`src/rtl/stage_if_pkg.sv`:
```
// rtl/stage_if_pkg.sv - shared constants and types for the instruction-fetch stage
// Contents:
//   XLEN             instruction / PC width
//   IF_NOP_INST      default bubble word (addi x0,x0,0)
//   IF_RESET_PC      default first fetch address
//   DISCARD_W        width of the stale-response discard counter
//   fq_entry_t       fetch-queue entry {pc, inst}
package stage_if_pkg;

  localparam int XLEN = 32;
  localparam logic [XLEN-1:0] IF_NOP_INST = 32'h0000_0013;
  localparam logic [XLEN-1:0] IF_RESET_PC = 32'h0000_0000;

  // Repeated redirects can stack stale responses beyond one queue's worth.
  localparam int DISCARD_W = 8;

  typedef struct packed {
    logic [XLEN-1:0] pc;
    logic [XLEN-1:0] inst;
  } fq_entry_t;

endpackage

```
`src/rtl/if_fifo.sv`:
```
// rtl/if_fifo.sv - synchronous FIFO used for the fetch queue and the pending-PC list
// Parameters: DEPTH (power of 2, >=2), WIDTH
// Ports:
//   clk, rst        clock, async active-high reset
//   push, din       write din at the clock edge
//   pop             advance head at the clock edge
//   flush           empty the FIFO (wins over push/pop)
//   dout            current head word (valid when count != 0)
//   count           number of stored words
module if_fifo #(
  parameter int DEPTH = 2,
  parameter int WIDTH = 32
) (
  input  logic                     clk,
  input  logic                     rst,
  input  logic                     push,
  input  logic                     pop,
  input  logic                     flush,
  input  logic [WIDTH-1:0]         din,
  output logic [WIDTH-1:0]         dout,
  output logic [$clog2(DEPTH):0]   count
);

  localparam int AW = $clog2(DEPTH);
  localparam int CW = AW + 1;

  logic [WIDTH-1:0] mem [DEPTH];
  logic [AW-1:0]    wr_ptr;
  logic [AW-1:0]    rd_ptr;

  // Storage needs no reset; pointers define what is valid.
  always_ff @(posedge clk) begin
    if (push) mem[wr_ptr] <= din;
  end

  always_ff @(posedge clk or posedge rst) begin
    if (rst) begin
      wr_ptr <= '0;
      rd_ptr <= '0;
      count  <= '0;
    end else if (flush) begin
      wr_ptr <= '0;
      rd_ptr <= '0;
      count  <= '0;
    end else begin
      if (push) wr_ptr <= wr_ptr + 1'b1;
      if (pop)  rd_ptr <= rd_ptr + 1'b1;
      count <= count + CW'(push) - CW'(pop);
    end
  end

  assign dout = mem[rd_ptr];

endmodule

```
`src/rtl/stage_if.sv`:
```
// rtl/stage_if.sv - instruction-fetch stage feeding decode over a req/gnt/rvalid memory port
// Optional feature macro: STAGE_IF_PERF_CNT_EN (adds perf_fetch_cnt/perf_bubble_cnt/perf_squash_cnt)
// Ports:
//   clk, rst                       clock, async active-high reset
//   ctrl_stall                     decode stalled; hold head entry
//   br_redirect, br_target         one-cycle redirect pulse and new PC
//   imem_req, imem_addr            fetch request and word address
//   imem_gnt                       request accepted
//   imem_rvalid, imem_rdata        in-order response
//   id_inst, id_pc, id_valid       instruction to decode
module stage_if
  import stage_if_pkg::*;
#(
  parameter logic [XLEN-1:0] RESET_PC = IF_RESET_PC,
  parameter int              FQ_DEPTH = 2,
  parameter logic [XLEN-1:0] NOP_INST = IF_NOP_INST
) (
  input  logic            clk,
  input  logic            rst,
  input  logic            ctrl_stall,
  input  logic            br_redirect,
  input  logic [XLEN-1:0] br_target,
  output logic            imem_req,
  output logic [XLEN-1:0] imem_addr,
  input  logic            imem_gnt,
  input  logic            imem_rvalid,
  input  logic [XLEN-1:0] imem_rdata,
  output logic [XLEN-1:0] id_inst,
  output logic [XLEN-1:0] id_pc,
  output logic            id_valid
`ifdef STAGE_IF_PERF_CNT_EN
  ,
  output logic [31:0]     perf_fetch_cnt,
  output logic [31:0]     perf_bubble_cnt,
  output logic [31:0]     perf_squash_cnt
`endif
);

  localparam int CW = $clog2(FQ_DEPTH) + 1;
  localparam logic [CW:0] FQ_DEPTH_C = (CW+1)'(FQ_DEPTH);

  logic [XLEN-1:0]      pc;
  logic [XLEN-1:0]      pend_pc;
  logic [CW-1:0]        pend_cnt;
  logic [CW-1:0]        fq_cnt;
  logic [CW:0]          inflight;
  logic [DISCARD_W-1:0] discard_cnt;
  fq_entry_t            fq_head;
  fq_entry_t            fq_din;
  logic                 grant;
  logic                 rsp_drop;
  logic                 rsp_keep;
  logic                 fq_pop;
  logic                 unused_target_lsbs;

  assign unused_target_lsbs = ^br_target[1:0];

  // Credit covers words still in memory plus words already queued, so a
  // response can never find the fetch queue full.
  assign inflight  = {1'b0, pend_cnt} + {1'b0, fq_cnt};
  assign imem_req  = !rst && !br_redirect && (inflight < FQ_DEPTH_C);
  assign imem_addr = pc;
  assign grant     = imem_req && imem_gnt;

  // A response in the redirect cycle belongs to the old path as well.
  assign rsp_drop = imem_rvalid && (br_redirect || (discard_cnt != '0));
  assign rsp_keep = imem_rvalid && !rsp_drop;

  assign id_valid = (fq_cnt != '0);
  assign fq_pop   = id_valid && !ctrl_stall && !br_redirect;
  assign fq_din   = '{pc: pend_pc, inst: imem_rdata};

  if_fifo #(.DEPTH(FQ_DEPTH), .WIDTH(XLEN)) u_pend (
    .clk   (clk),
    .rst   (rst),
    .push  (grant),
    .pop   (rsp_keep),
    .flush (br_redirect),
    .din   (pc),
    .dout  (pend_pc),
    .count (pend_cnt)
  );

  if_fifo #(.DEPTH(FQ_DEPTH), .WIDTH($bits(fq_entry_t))) u_fq (
    .clk   (clk),
    .rst   (rst),
    .push  (rsp_keep),
    .pop   (fq_pop),
    .flush (br_redirect),
    .din   (fq_din),
    .dout  (fq_head),
    .count (fq_cnt)
  );

  always_ff @(posedge clk or posedge rst) begin
    if (rst)              pc <= RESET_PC;
    else if (br_redirect) pc <= {br_target[XLEN-1:2], 2'b00};
    else if (grant)       pc <= pc + 32'd4;
  end

  // Every request still pending at a redirect becomes a response to drop.
  always_ff @(posedge clk or posedge rst) begin
    if (rst)
      discard_cnt <= '0;
    else if (br_redirect)
      discard_cnt <= discard_cnt + DISCARD_W'(pend_cnt) - DISCARD_W'(imem_rvalid);
    else if (imem_rvalid && (discard_cnt != '0))
      discard_cnt <= discard_cnt - 1'b1;
  end

  assign id_inst = id_valid ? fq_head.inst : NOP_INST;
  assign id_pc   = id_valid ? fq_head.pc   : '0;

`ifdef STAGE_IF_PERF_CNT_EN
  always_ff @(posedge clk or posedge rst) begin
    if (rst) begin
      perf_fetch_cnt  <= '0;
      perf_bubble_cnt <= '0;
      perf_squash_cnt <= '0;
    end else begin
      if (grant)    perf_fetch_cnt  <= perf_fetch_cnt + 32'd1;
      if (!id_valid) perf_bubble_cnt <= perf_bubble_cnt + 32'd1;
      if (rsp_drop) perf_squash_cnt <= perf_squash_cnt + 32'd1;
    end
  end
`endif

`ifndef SYNTHESIS
  a_rvalid_expected: assert property (@(posedge clk) disable iff (rst)
    imem_rvalid |-> ((pend_cnt != '0) || (discard_cnt != '0)));
  a_credit: assert property (@(posedge clk) disable iff (rst)
    inflight <= FQ_DEPTH_C);
  a_fq_overflow: assert property (@(posedge clk) disable iff (rst)
    rsp_keep |-> (({1'b0, fq_cnt} < FQ_DEPTH_C) || fq_pop));
`endif

endmodule

```
`config.mk`:
```
export PLATFORM = sky130hd
export DESIGN_NAME = stage_if
export DESIGN_NICKNAME = d
export VERILOG_FILES = /design/src/rtl/stage_if_pkg.sv /design/src/rtl/if_fifo.sv /design/src/rtl/stage_if.sv
export SDC_FILE = /design/constraint.sdc
export NUM_CORES = 1
export LEC_CHECK = 0
export CORE_UTILIZATION = 54
export DETAILED_ROUTE_END_ITERATION = 10
export PLACE_DENSITY = 0.85
export SYNTH_ARGS = -nofsm -noshare
export SYNTH_HDL_FRONTEND = slang
export SYNTH_HIERARCHICAL = 1
export SYNTH_SLANG_ARGS = --single-unit
```
`constraint.sdc`:
```
create_clock -name clk -period 9.95 [get_ports clk]
set_input_delay 1.99 -clock clk [delete_from_list [all_inputs] [get_ports clk]]
set_output_delay 1.99 -clock clk [all_outputs]
set_load 0.05 [all_outputs]
```
==> results.sh <==
export IMPL_ant_nets=0
export IMPL_cts_tree="built"
export IMPL_crit_type="in -> out"
export IMPL_grt_usage_pct=22.2
export IMPL_synth_cell_type_count=60
export IMPL_critPathBufInv=4
export IMPL_ir_drop_v=0.000221
export IMPL_critical_path_top_delay_family="buffers and inverters"
export IMPL_fin_crit_ns=6.02
export IMPL_min_delay_start="u_pend/mem[1][12]$_DFFE_PP_"
export IMPL_finalHoldViolations=0
export IMPL_crit_chain="buf_2, buf_4, or4_4, inv_2, clkdlybuf4s50_1"
export IMPL_start_kind="input port"
export IMPL_synthTopCellsByArea="edfxtp_1 53%, mux2_4 11%, dfrtp_1 11%"
export IMPL_cap_viol_max_count=0
export IMPL_cts_resized=0
export IMPL_end_kind="output pin"
export IMPL_r2r_setup_slack_ns=6.50
export IMPL_cts_buffer_depth=3
export IMPL_reg2reg_to="u_pend/mem[1][18]$_DFFE_PP_"
export IMPL_worst_pin_slew_ns=1.14
export IMPL_syn_to_final_growth_pct=23.8
export IMPL_final_setup_viol_count=0
export IMPL_rsz0062_at_grt="no"
export IMPL_grt_max_degree=67
export IMPL_first_pass_iters=5
export IMPL_worstHoldPathCells=1
export IMPL_synth_most_common_cell="edfxtp_1"
export IMPL_die_w_um=144
export IMPL_drc=0
export IMPL_antenna_found_initial=0
export IMPL_viasPerCell=5.56
export IMPL_ys_flop_type="edfxtp_1"
export IMPL_seq_power_share_pct=45.9
export IMPL_num_rows=51
export IMPL_die_area_mm2=0.0209
export IMPL_fin_crit_sh_pct=60.5
export IMPL_yosys_warnings=6
export IMPL_drt_wirelength_per_cell_um=19.2
export IMPL_max_stage_delay_ns=0.83
export IMPL_htreeDepth=1
export IMPL_cts_buffers=25
export IMPL_core_mm2=0.0197
export IMPL_synth_edf_count=192
export IMPL_worstRegToRegCells=8
export IMPL_fin_skew_ns=0.0120
export IMPL_synth_area_leader_cell="edfxtp_1"
export IMPL_p_switching_uw=688
export IMPL_cts_sink_count=238
export IMPL_synth_area_mm2=0.0110
export IMPL_status="completed"
export IMPL_grt_pass1_wl_um=35000
export IMPL_die_h_um=144
export IMPL_path_clk_slew_ns=0.06
export IMPL_synth_commonest_cells="192 x edfxtp_1, 79 x mux2_4, 69 x and2_1"
export IMPL_synth_seq_cells=238
export IMPL_port_buffers=163
export IMPL_min_delay_path_class="reg -> reg"
export IMPL_drt_total_wl_um=23000
export IMPL_io_pins=168
export IMPL_synth_seq_area_share_pct=63.1
export IMPL_fmax_mhz=166
export IMPL_gp_congestion=0.884
export IMPL_drtIter0Drc=432
export IMPL_insertion_delay_ns=0.52
export IMPL_final_max_slew_viol_count=0
export IMPL_final_setup_tns_ns=0
export IMPL_drive_gt1_share_pct=16.4
export IMPL_hold_slack_ns=0.554
export IMPL_initial_core_util_pct=55.7
export IMPL_num_antenna_cells=0
export IMPL_slew_headroom_pct=24.1
export IMPL_p_int_uw=1860
export IMPL_root_buffer="clkbuf_16"
export IMPL_syn_instance_count=745
export IMPL_dpl_hpwl_um=14800
export IMPL_critPathSlowestCell="clkdlybuf4s50_1"
export IMPL_nets=1008
export IMPL_holdPathEnd="u_fq/mem[0][44]$_DFFE_PP_"
export IMPL_post_cts_buffers=0
export IMPL_p_per_area_mw_per_mm2=188
export IMPL_synth_async_sr_flop_share_pct=19.3
export IMPL_crit_arrival_ns=4.03
export IMPL_clockPowerShare_pct=36.0
export IMPL_r2r_start="u_pend/count[0]$_DFF_PP0_"
export IMPL_swShare_pct=27.0
export IMPL_route_vias_total=6659
export IMPL_required_ns=7.96
export IMPL_grt_pass1_vias=6618
export IMPL_gr_total_overflow=0
export IMPL_combPwrFrac_pct=18.1
export IMPL_avgSynthCellArea_um2=14.7
export IMPL_power_leakage_uw=0.00498
export IMPL_critPathMaxFanout=62
export IMPL_ctsHoldBuffers=0
export IMPL_synth_top_area_share_pct=52.6
final cells by class:
| class | count | area, um^2 |
|---|---|---|
| clock inverters | 14 | 156 |
| well taps | 265 | 332 |
| repair buffers | 168 | 1660 |
| fillers | 1349 | 6090 |
| inverters | 37 | 140 |
| flip-flops and latches | 238 | 6920 |
| multi-input cells | 443 | 3700 |
| clock buffers | 32 | 652 |
metrics by stage:
stage / instances / total power [uW] / area (um^2) / util (%) / setup slack, ns
4_1_cts: 1197 / 2560 / 13600 / 69.0 / 3.94
3_3_place_gp: 1151 / 1630 / 12800 / 64.9 / 3.94
2_1_floorplan: 750 / 1500 / 11000 / - / 3.46
6_report: 1197 / 2550 / 13600 / 69.0 / 3.93
5_1_grt: 1197 / 2650 / 13600 / 69.0 / 3.88
3_5_place_dp: 1151 / 1640 / 12800 / 64.9 / 3.95
routing by layer:
metal / GRT usage (%) / share of wire (%) / vias to the layer above
met5: 0 / 0 / -
met4: 8.25 / 3.0 / 0
met3: 4.90 / 8.1 / 54
met2: 38.9 / 50 / 256
met1: 26.6 / 39 / 3269
li1: - / - / 3080
sequential cells by signal (all words and copies together), names as in the netlist:
name,count
imem_addr,30
u_pend/count,2
u_pend/mem,64
u_pend/rd_ptr,1
u_fq/wr_ptr,1
discard_cnt,8
u_fq/mem,128
u_fq/count,2
u_fq/rd_ptr,1
u_pend/wr_ptr,1
power by group through the flow:
stage / clock network [uW] / registers, uW / logic, uW
2_1_floorplan: 0 / 1220 / 288
3_5_place_dp: 0 / 1190 / 453
4_1_cts: 932 / 1170 / 461
6_report: 918 / 1170 / 462
5_1_grt: 969 / 1170 / 506
3_3_place_gp: 0 / 1190 / 440
logic make-up after synthesis:
family	Yosys count	synth area share, %
DFF	238	63.1
and+or+nand+nor	215	10.9
muxes	99	12.8
AOI/OAI and AO/OA	79	4.87
buffers and inverters	69	3.45
adders and majority gates	25	2.99
xor gates and xnor gates	19	1.77
other	1	0.0342
layout by cell type (no fill, tap or decap), types with 8 or more instances in the layout:
cell type	count
and2_1	68
dfrtp_1	44
a21oi_1	8
inv_1	35
xnor2_1	13
nor2_1	23
mux2_2	17
o21ai_0	24
edfxtp_1	192
mux2_4	79
clkdlybuf4s50_1	162
nand4_1	16
ha_1	23
nand3_1	21
o211ai_1	11
nand2_1	42
clkbuf_16	25
worst max path at each step:
| stage | start | end | depth (start not counted) |
|---|---|---|---|
| 6_report | br_redirect | imem_req | 5 |
| 5_1_grt | br_redirect | imem_req | 5 |
| 4_1_cts | br_redirect | imem_req | 5 |
| 3_5_place_dp | br_redirect | imem_req | 5 |
| 3_3_place_gp | rst | imem_req | 4 |
| 2_1_floorplan | br_redirect | u_fq/mem[0][0]$_DFFE_PP_ | 5 |
Note: power is estimated with default switching activity, not from simulation.
